--- src/rtl/serial_add_arbiter_if.sv ---
// rtl/serial_add_arbiter_if.sv - requester/result bus for serial_add_arbiter (SERIAL_ADD_SUB_EN adds sub lines)
interface serial_add_arbiter_if #(
    parameter int WIDTH = 8
);
    logic             req0_valid;
    logic             req0_ready;
    logic [WIDTH-1:0] req0_a;
    logic [WIDTH-1:0] req0_b;
    logic             req0_cin;
    logic             req1_valid;
    logic             req1_ready;
    logic [WIDTH-1:0] req1_a;
    logic [WIDTH-1:0] req1_b;
    logic             req1_cin;
`ifdef SERIAL_ADD_SUB_EN
    logic             req0_sub;
    logic             req1_sub;
`endif
    logic             res_valid;
    logic             res_ready;
    logic [WIDTH-1:0] res_sum;
    logic             res_cout;
    logic             res_id;
    logic             busy;

`ifdef SERIAL_ADD_SUB_EN
    modport slave (
        input  req0_valid, req0_a, req0_b, req0_cin, req0_sub,
        input  req1_valid, req1_a, req1_b, req1_cin, req1_sub,
        input  res_ready,
        output req0_ready, req1_ready, res_valid, res_sum, res_cout, res_id, busy
    );
    modport master (
        output req0_valid, req0_a, req0_b, req0_cin, req0_sub,
        output req1_valid, req1_a, req1_b, req1_cin, req1_sub,
        output res_ready,
        input  req0_ready, req1_ready, res_valid, res_sum, res_cout, res_id, busy
    );
`else
    modport slave (
        input  req0_valid, req0_a, req0_b, req0_cin,
        input  req1_valid, req1_a, req1_b, req1_cin,
        input  res_ready,
        output req0_ready, req1_ready, res_valid, res_sum, res_cout, res_id, busy
    );
    modport master (
        output req0_valid, req0_a, req0_b, req0_cin,
        output req1_valid, req1_a, req1_b, req1_cin,
        output res_ready,
        input  req0_ready, req1_ready, res_valid, res_sum, res_cout, res_id, busy
    );
`endif
endinterface

--- src/rtl/serial_add_arbiter.sv ---
// rtl/serial_add_arbiter.sv - round-robin shared bit-serial adder (SERIAL_ADD_SUB_EN enables subtract)
module half_adder (
    input  logic a,
    input  logic b,
    output logic s,
    output logic c
);
    assign s = a ^ b;
    assign c = a & b;
endmodule

module serial_add_arbiter #(
    parameter int WIDTH = 8
) (
    input  logic                 clk,
    input  logic                 rst_n,
    serial_add_arbiter_if.slave  bus
);
    localparam int CNT_W = $clog2(WIDTH + 1);

    typedef enum logic [1:0] {IDLE, RUN, DONE} state_t;

    state_t             state_q, state_d;
    logic               last_grant_q, last_grant_d;
    logic [CNT_W-1:0]   cnt_q, cnt_d;
    logic               carry_q, carry_d;
    logic [WIDTH-1:0]   a_q, a_d;
    logic [WIDTH-1:0]   b_q, b_d;
    logic [WIDTH-1:0]   sum_q, sum_d;
    logic               cout_q, cout_d;
    logic               id_q, id_d;

    logic               grant;
    logic               ready0;
    logic               ready1;
    logic               p_bit, g0_bit, s_bit, g1_bit, c_next;
    logic [WIDTH:0]     sum_ext;

    // The shared add cell: two half adders and an OR form one full-adder slice
    half_adder u_ha0 (.a(a_q[0]), .b(b_q[0]), .s(p_bit), .c(g0_bit));
    half_adder u_ha1 (.a(p_bit),  .b(carry_q), .s(s_bit), .c(g1_bit));
    assign c_next  = g0_bit | g1_bit;
    assign sum_ext = {s_bit, sum_q};

    // Round-robin grant: a lone requester wins, a tie goes to whoever did not win last
    always_comb begin
        grant = 1'b0;
        if (bus.req0_valid && bus.req1_valid) begin
            grant = ~last_grant_q;
        end else if (bus.req1_valid) begin
            grant = 1'b1;
        end
        ready0 = (state_q == IDLE) && !grant && bus.req0_valid;
        ready1 = (state_q == IDLE) &&  grant && bus.req1_valid;
    end

    // Next-state: capture on grant, one sum bit per RUN cycle, hold result until taken
    always_comb begin
        state_d      = state_q;
        last_grant_d = last_grant_q;
        cnt_d        = cnt_q;
        carry_d      = carry_q;
        a_d          = a_q;
        b_d          = b_q;
        sum_d        = sum_q;
        cout_d       = cout_q;
        id_d         = id_q;
        case (state_q)
            IDLE: begin
                if (ready0 || ready1) begin
                    a_d          = ready1 ? bus.req1_a   : bus.req0_a;
                    b_d          = ready1 ? bus.req1_b   : bus.req0_b;
                    carry_d      = ready1 ? bus.req1_cin : bus.req0_cin;
`ifdef SERIAL_ADD_SUB_EN
                    // Subtract as A + ~B + 1; the requester's cin has no meaning here
                    if (ready1 ? bus.req1_sub : bus.req0_sub) begin
                        b_d     = ready1 ? ~bus.req1_b : ~bus.req0_b;
                        carry_d = 1'b1;
                    end
`endif
                    cnt_d        = '0;
                    id_d         = ready1;
                    last_grant_d = ready1;
                    state_d      = RUN;
                end
            end
            RUN: begin
                a_d     = a_q >> 1;
                b_d     = b_q >> 1;
                sum_d   = sum_ext[WIDTH:1];
                carry_d = c_next;
                cnt_d   = cnt_q + CNT_W'(1);
                if (cnt_q == CNT_W'(WIDTH - 1)) begin
                    cout_d  = c_next;
                    state_d = DONE;
                end
            end
            DONE: begin
                if (bus.res_ready) begin
                    state_d = IDLE;
                end
            end
            default: state_d = IDLE;
        endcase
    end

    // State registers with synchronous active-low reset; reset abandons any operation
    always_ff @(posedge clk) begin
        if (!rst_n) begin
            state_q      <= IDLE;
            last_grant_q <= 1'b1;
            cnt_q        <= '0;
            carry_q      <= 1'b0;
            a_q          <= '0;
            b_q          <= '0;
            sum_q        <= '0;
            cout_q       <= 1'b0;
            id_q         <= 1'b0;
        end else begin
            state_q      <= state_d;
            last_grant_q <= last_grant_d;
            cnt_q        <= cnt_d;
            carry_q      <= carry_d;
            a_q          <= a_d;
            b_q          <= b_d;
            sum_q        <= sum_d;
            cout_q       <= cout_d;
            id_q         <= id_d;
        end
    end

    assign bus.req0_ready = ready0;
    assign bus.req1_ready = ready1;
    assign bus.res_valid  = (state_q == DONE);
    assign bus.res_sum    = (state_q == DONE) ? sum_q  : '0;
    assign bus.res_cout   = (state_q == DONE) ? cout_q : 1'b0;
    assign bus.res_id     = (state_q == DONE) ? id_q   : 1'b0;
    assign bus.busy       = (state_q != IDLE);
endmodule

--- src/flat_wrapper.sv ---
// flat-port wrapper written by rule: the top's interface ports become plain ports
module serial_add_arbiter_flat 
#(
    parameter int WIDTH = 8
)
  (clk, rst_n, bus_req0_valid, bus_req0_a, bus_req0_b, bus_req0_cin, bus_req1_valid, bus_req1_a, bus_req1_b, bus_req1_cin, bus_res_ready, bus_req0_ready, bus_req1_ready, bus_res_valid, bus_res_sum, bus_res_cout, bus_res_id, bus_busy);
  serial_add_arbiter_if #(.WIDTH(WIDTH)) bus_i ();
  input  logic clk;
  input  logic rst_n;
  input wire logic [$bits(bus_i.req0_valid)-1:0] bus_req0_valid;
  input wire logic [$bits(bus_i.req0_a)-1:0] bus_req0_a;
  input wire logic [$bits(bus_i.req0_b)-1:0] bus_req0_b;
  input wire logic [$bits(bus_i.req0_cin)-1:0] bus_req0_cin;
  input wire logic [$bits(bus_i.req1_valid)-1:0] bus_req1_valid;
  input wire logic [$bits(bus_i.req1_a)-1:0] bus_req1_a;
  input wire logic [$bits(bus_i.req1_b)-1:0] bus_req1_b;
  input wire logic [$bits(bus_i.req1_cin)-1:0] bus_req1_cin;
  input wire logic [$bits(bus_i.res_ready)-1:0] bus_res_ready;
  output wire logic [$bits(bus_i.req0_ready)-1:0] bus_req0_ready;
  output wire logic [$bits(bus_i.req1_ready)-1:0] bus_req1_ready;
  output wire logic [$bits(bus_i.res_valid)-1:0] bus_res_valid;
  output wire logic [$bits(bus_i.res_sum)-1:0] bus_res_sum;
  output wire logic [$bits(bus_i.res_cout)-1:0] bus_res_cout;
  output wire logic [$bits(bus_i.res_id)-1:0] bus_res_id;
  output wire logic [$bits(bus_i.busy)-1:0] bus_busy;
  assign bus_i.req0_valid = bus_req0_valid;
  assign bus_i.req0_a = bus_req0_a;
  assign bus_i.req0_b = bus_req0_b;
  assign bus_i.req0_cin = bus_req0_cin;
  assign bus_i.req1_valid = bus_req1_valid;
  assign bus_i.req1_a = bus_req1_a;
  assign bus_i.req1_b = bus_req1_b;
  assign bus_i.req1_cin = bus_req1_cin;
  assign bus_i.res_ready = bus_res_ready;
  assign bus_req0_ready = bus_i.req0_ready;
  assign bus_req1_ready = bus_i.req1_ready;
  assign bus_res_valid = bus_i.res_valid;
  assign bus_res_sum = bus_i.res_sum;
  assign bus_res_cout = bus_i.res_cout;
  assign bus_res_id = bus_i.res_id;
  assign bus_busy = bus_i.busy;
  serial_add_arbiter #(.WIDTH(WIDTH)) u_core (.clk(clk), .rst_n(rst_n), .bus(bus_i));
endmodule
--- config.mk ---
export PLATFORM = sky130hd
export DESIGN_NAME = serial_add_arbiter_flat
export DESIGN_NICKNAME = d
export VERILOG_FILES = /design/src/rtl/serial_add_arbiter_if.sv /design/src/rtl/serial_add_arbiter.sv /design/src/flat_wrapper.sv
export SDC_FILE = /design/constraint.sdc
export NUM_CORES = 1
export LEC_CHECK = 0
export BUFFER_PORTS_ARGS = -buffer_cell sky130_fd_sc_hd__clkbuf_2
export CORE_AREA = 2 2 63 65
export CTS_CLUSTER_DIAMETER = 40
export DETAILED_ROUTE_END_ITERATION = 8
export DIE_AREA = 0 0 65 67
export GPL_ROUTABILITY_DRIVEN = 0
export HOLD_SLACK_MARGIN = 0.08
export PLACE_DENSITY_LB_ADDON = 0.12
export SLEW_MARGIN = 20
export SYNTH_ARGS = -nofsm -noshare
export SYNTH_HDL_FRONTEND = slang
export SYNTH_SLANG_ARGS = --single-unit
--- constraint.sdc ---
create_clock -name clk -period 2.1 [get_ports clk]
set_input_delay 0.21 -clock clk [delete_from_list [all_inputs] [get_ports clk]]
set_output_delay 0.21 -clock clk [all_outputs]
set_load 0.01 [all_outputs]
==> metrics.yaml <==
status:
  status: "finished clean"
worst_setup_path:
  critPathTopFamily: "flip-flops"
  path_max_fanout: 16
  cp.depth: 4
  slowest_stage: "dfxtp_1"
  cp_data_arrival_time_ns: 2.02
  crit_buf_inv: 1
  critPathKind: "reg -> reg"
  crit_path_max_incr_delay_ns: 0.60
  required_ns: 2.29
  start_kind: "flip-flop"
  end_kind: "flip-flop"
  r2r_cells: 4
  crit_chain: "buf_4 > or3_1 > nand3_1 > o32ai_2"
power:
  p_per_area_nw_per_um2: 664
  ir_drop_uv: 388
  leakage_nw: 0.966
final_layout:
  multi_input_area_um2: 1080
  final-seq-area_um2: 681
  finalNetCount: 324
  instances_no_fill: 332
  num-fill-cells: 342
  area_growth_syn_to_layout_pct: 17.6
  n_antenna_cell: 0
  final_area_um2: 2330
  drive_gt1_frac: 0.299
logic_synthesis:
  ys_types: 37
  synth_top_area_share: 0.343
  ys_warn_count: 0
  synth_area_leaders: "dfxtp_1 (34%), o32ai_2 (7.4%), a211oi_1 (6.4%)"
  ys_seq_area_frac: 0.343
  netlist_area_um2: 1980
  synth_area_per_cell_um2: 8.40
  synth_ff_type: "dfxtp_1"
  yosysTopAreaCell: "dfxtp_1"
  synth_edf_count: 0
  syn_nets: 277
  synth-seq-cells: 34
  async_reset_ff_frac: 0
  synth_cells: 236
clocking:
  cts_resized: 0
  htreeDepth: 2
  clock_latency_ns: 0.28
  clock-sinks: 34
  clock-root-buffer: "clkbuf_8"
  cts.path.max_buffers: 2
  cts_tree: "done"
  clkTransAtPathRegs_ns: 0.07
  ctsHoldBuffers: 0
  numCtsBuffers: 5
  cts_setup_buffers: 0
global_routing:
  antenna_found_initial: 0
  grt_overflow_total: 0
  grt_first_pass_wirelength_mm: 8.02
  grt_usage: 0.237
  grt_max_degree: 17
  grt_pass1_vias: 1778
routing:
  drc_errors: 0
  wl_per_cell_um: 14.0
  first_pass_iters: 6
  viasPerCell: 5.46
  dr_total_vias: 1813
  drt_iter0_markers: 171
  postRouteAntennaNets: 0
  routed_wl_mm: 4.65
sta:
  final.period_utilization: 0.868
  timing.hold.ws_ns: 0.164
  fmax_ghz: 0.548
  min_period_ns: 1.82
  worst_slack_ns: 0.277
  final.setup.tns_ns: 0
  slew_headroom: 0.331
  skew_ns: 0.00464
  slew_viol_final: 0
  tightest_slew_ns: 1.00
  rsz0062_at_grt: "no"
  setup_violations: 0
  hold_viol: 0
floorplanning:
  dieWidth_um: 65
  coreArea_um2: 3610
  die_area_um2: 4360
  start_util: 0.550
  io-pin-count: 53
  dieHeight_um: 67
  core.rowCount: 22
placement:
  dp_slack_ns: 0.262
  dp.final_hpwl_mm: 3.36
  placed_area_um2: 2230
  dp_cells: 324
  port_buffers: 52
hold_path:
  whs_path_depth: 2
  hold_class: "in -> reg"
job:
  cap_violations: 0
-- registers in the layout (all words and copies together), names as in the netlist --
name and count:
u_core.sum_q 8, u_core.cout_q 1, u_core.last_grant_q 1, u_core.a_q 8, u_core.id_q 1, u_core.state_q 2, u_core.carry_q 1, u_core.b_q 8
u_core.cnt_q 4
-- cell families after synthesis --
logic type               Yosys count  synth area share
adder cells (fa/ha/maj)            2            0.0164
flip-flops                        34             0.343
AO/OA/AOI/OAI                     60             0.258
XOR/XNOR                           1           0.00442
AND/OR/NAND/NOR                   96             0.265
buffers and inverters             43             0.113
-- through the flow --
step | total power (W) | utilization
3_5_place_dp | 0.00106 | 0.620
5_1_grt | 0.00164 | 0.646
3_3_place_gp | 0.00105 | 0.620
2_1_floorplan | 0.000975 | -
6_report | 0.00155 | 0.646
4_1_cts | 0.00156 | 0.646
-- metal layers --
metal  vias up  GRT usage  wire length (um)
li1        940          -                 -
met1       829      0.315              2260
met2        39      0.389              2140
met3         5     0.0422               205
met4         0     0.0771                46
met5         -          0                 0
-- worst register-to-register path, cell delays in order, from the launching register on --
cell	delay (ns)
dfxtp_1	0.60
buf_4	0.30
or3_1	0.44
nand3_1	0.16
o32ai_2	0.24
-- report_power, final --
group          switching [W]  leakage, nW  internal [W]  total (W)
logic               0.000172        0.640      0.000146   0.000318
registers          0.0000343        0.279      0.000692   0.000727
clock network       0.000240       0.0472      0.000263   0.000503
total               0.000446        0.966       0.00110    0.00155
-- cell usage after synthesis, types with 3 or more instances --
| cell | n |
|---|---|
| nor2b_1 | 3 |
| a21oi_1 | 14 |
| o21ai_0 | 3 |
| clkbuf_1 | 7 |
| nor3_1 | 3 |
| buf_2 | 5 |
| buf_6 | 5 |
| nor4_1 | 15 |
| o32ai_1 | 6 |
| inv_1 | 21 |
| and2_1 | 11 |
| a211oi_1 | 17 |
| nand2b_1 | 16 |
| nor2_1 | 4 |
| dfxtp_1 | 34 |
| nand2_1 | 19 |
| nand3_1 | 18 |
| buf_4 | 5 |
| o32ai_2 | 9 |
-- worst paths after layout --
check | startpoint | to | slack, ns
hold reg to reg | u_core.a_q[5] | u_core.a_q[5] | 0.45
hold / removal | rst_n | u_core.last_grant_q | 0.16
setup / recovery | u_core.state_q[0] | u_core.b_q[0] | 0.28
setup reg to reg | u_core.state_q[0] | u_core.b_q[0] | 0.28
-- final cells by class --
class	count	share of cell area
Multi-Input combinational cell	159	0.463
Sequential cell	34	0.292
Timing Repair Buffer	62	0.144
Clock buffer	6	0.0354
Inverter	21	0.0338
Tap cell	48	0.0258
Clock inverter	2	0.00537
-- layout by cell type, fill, tap and decap left out, drive strengths merged, types with 2 or more instances in the layout --
cell	instances
buf	10
nor3	3
o32ai	15
and2	11
nand3	18
or3	2
nand2	20
o21ai	4
nand2b	16
nor2	4
inv	21
clkbuf	58
nor2b	3
a32oi	2
dfxtp	34
a21bo	2
a211oi	18
nor4	15
a21oi	14
(Power assumes the default switching activity.)
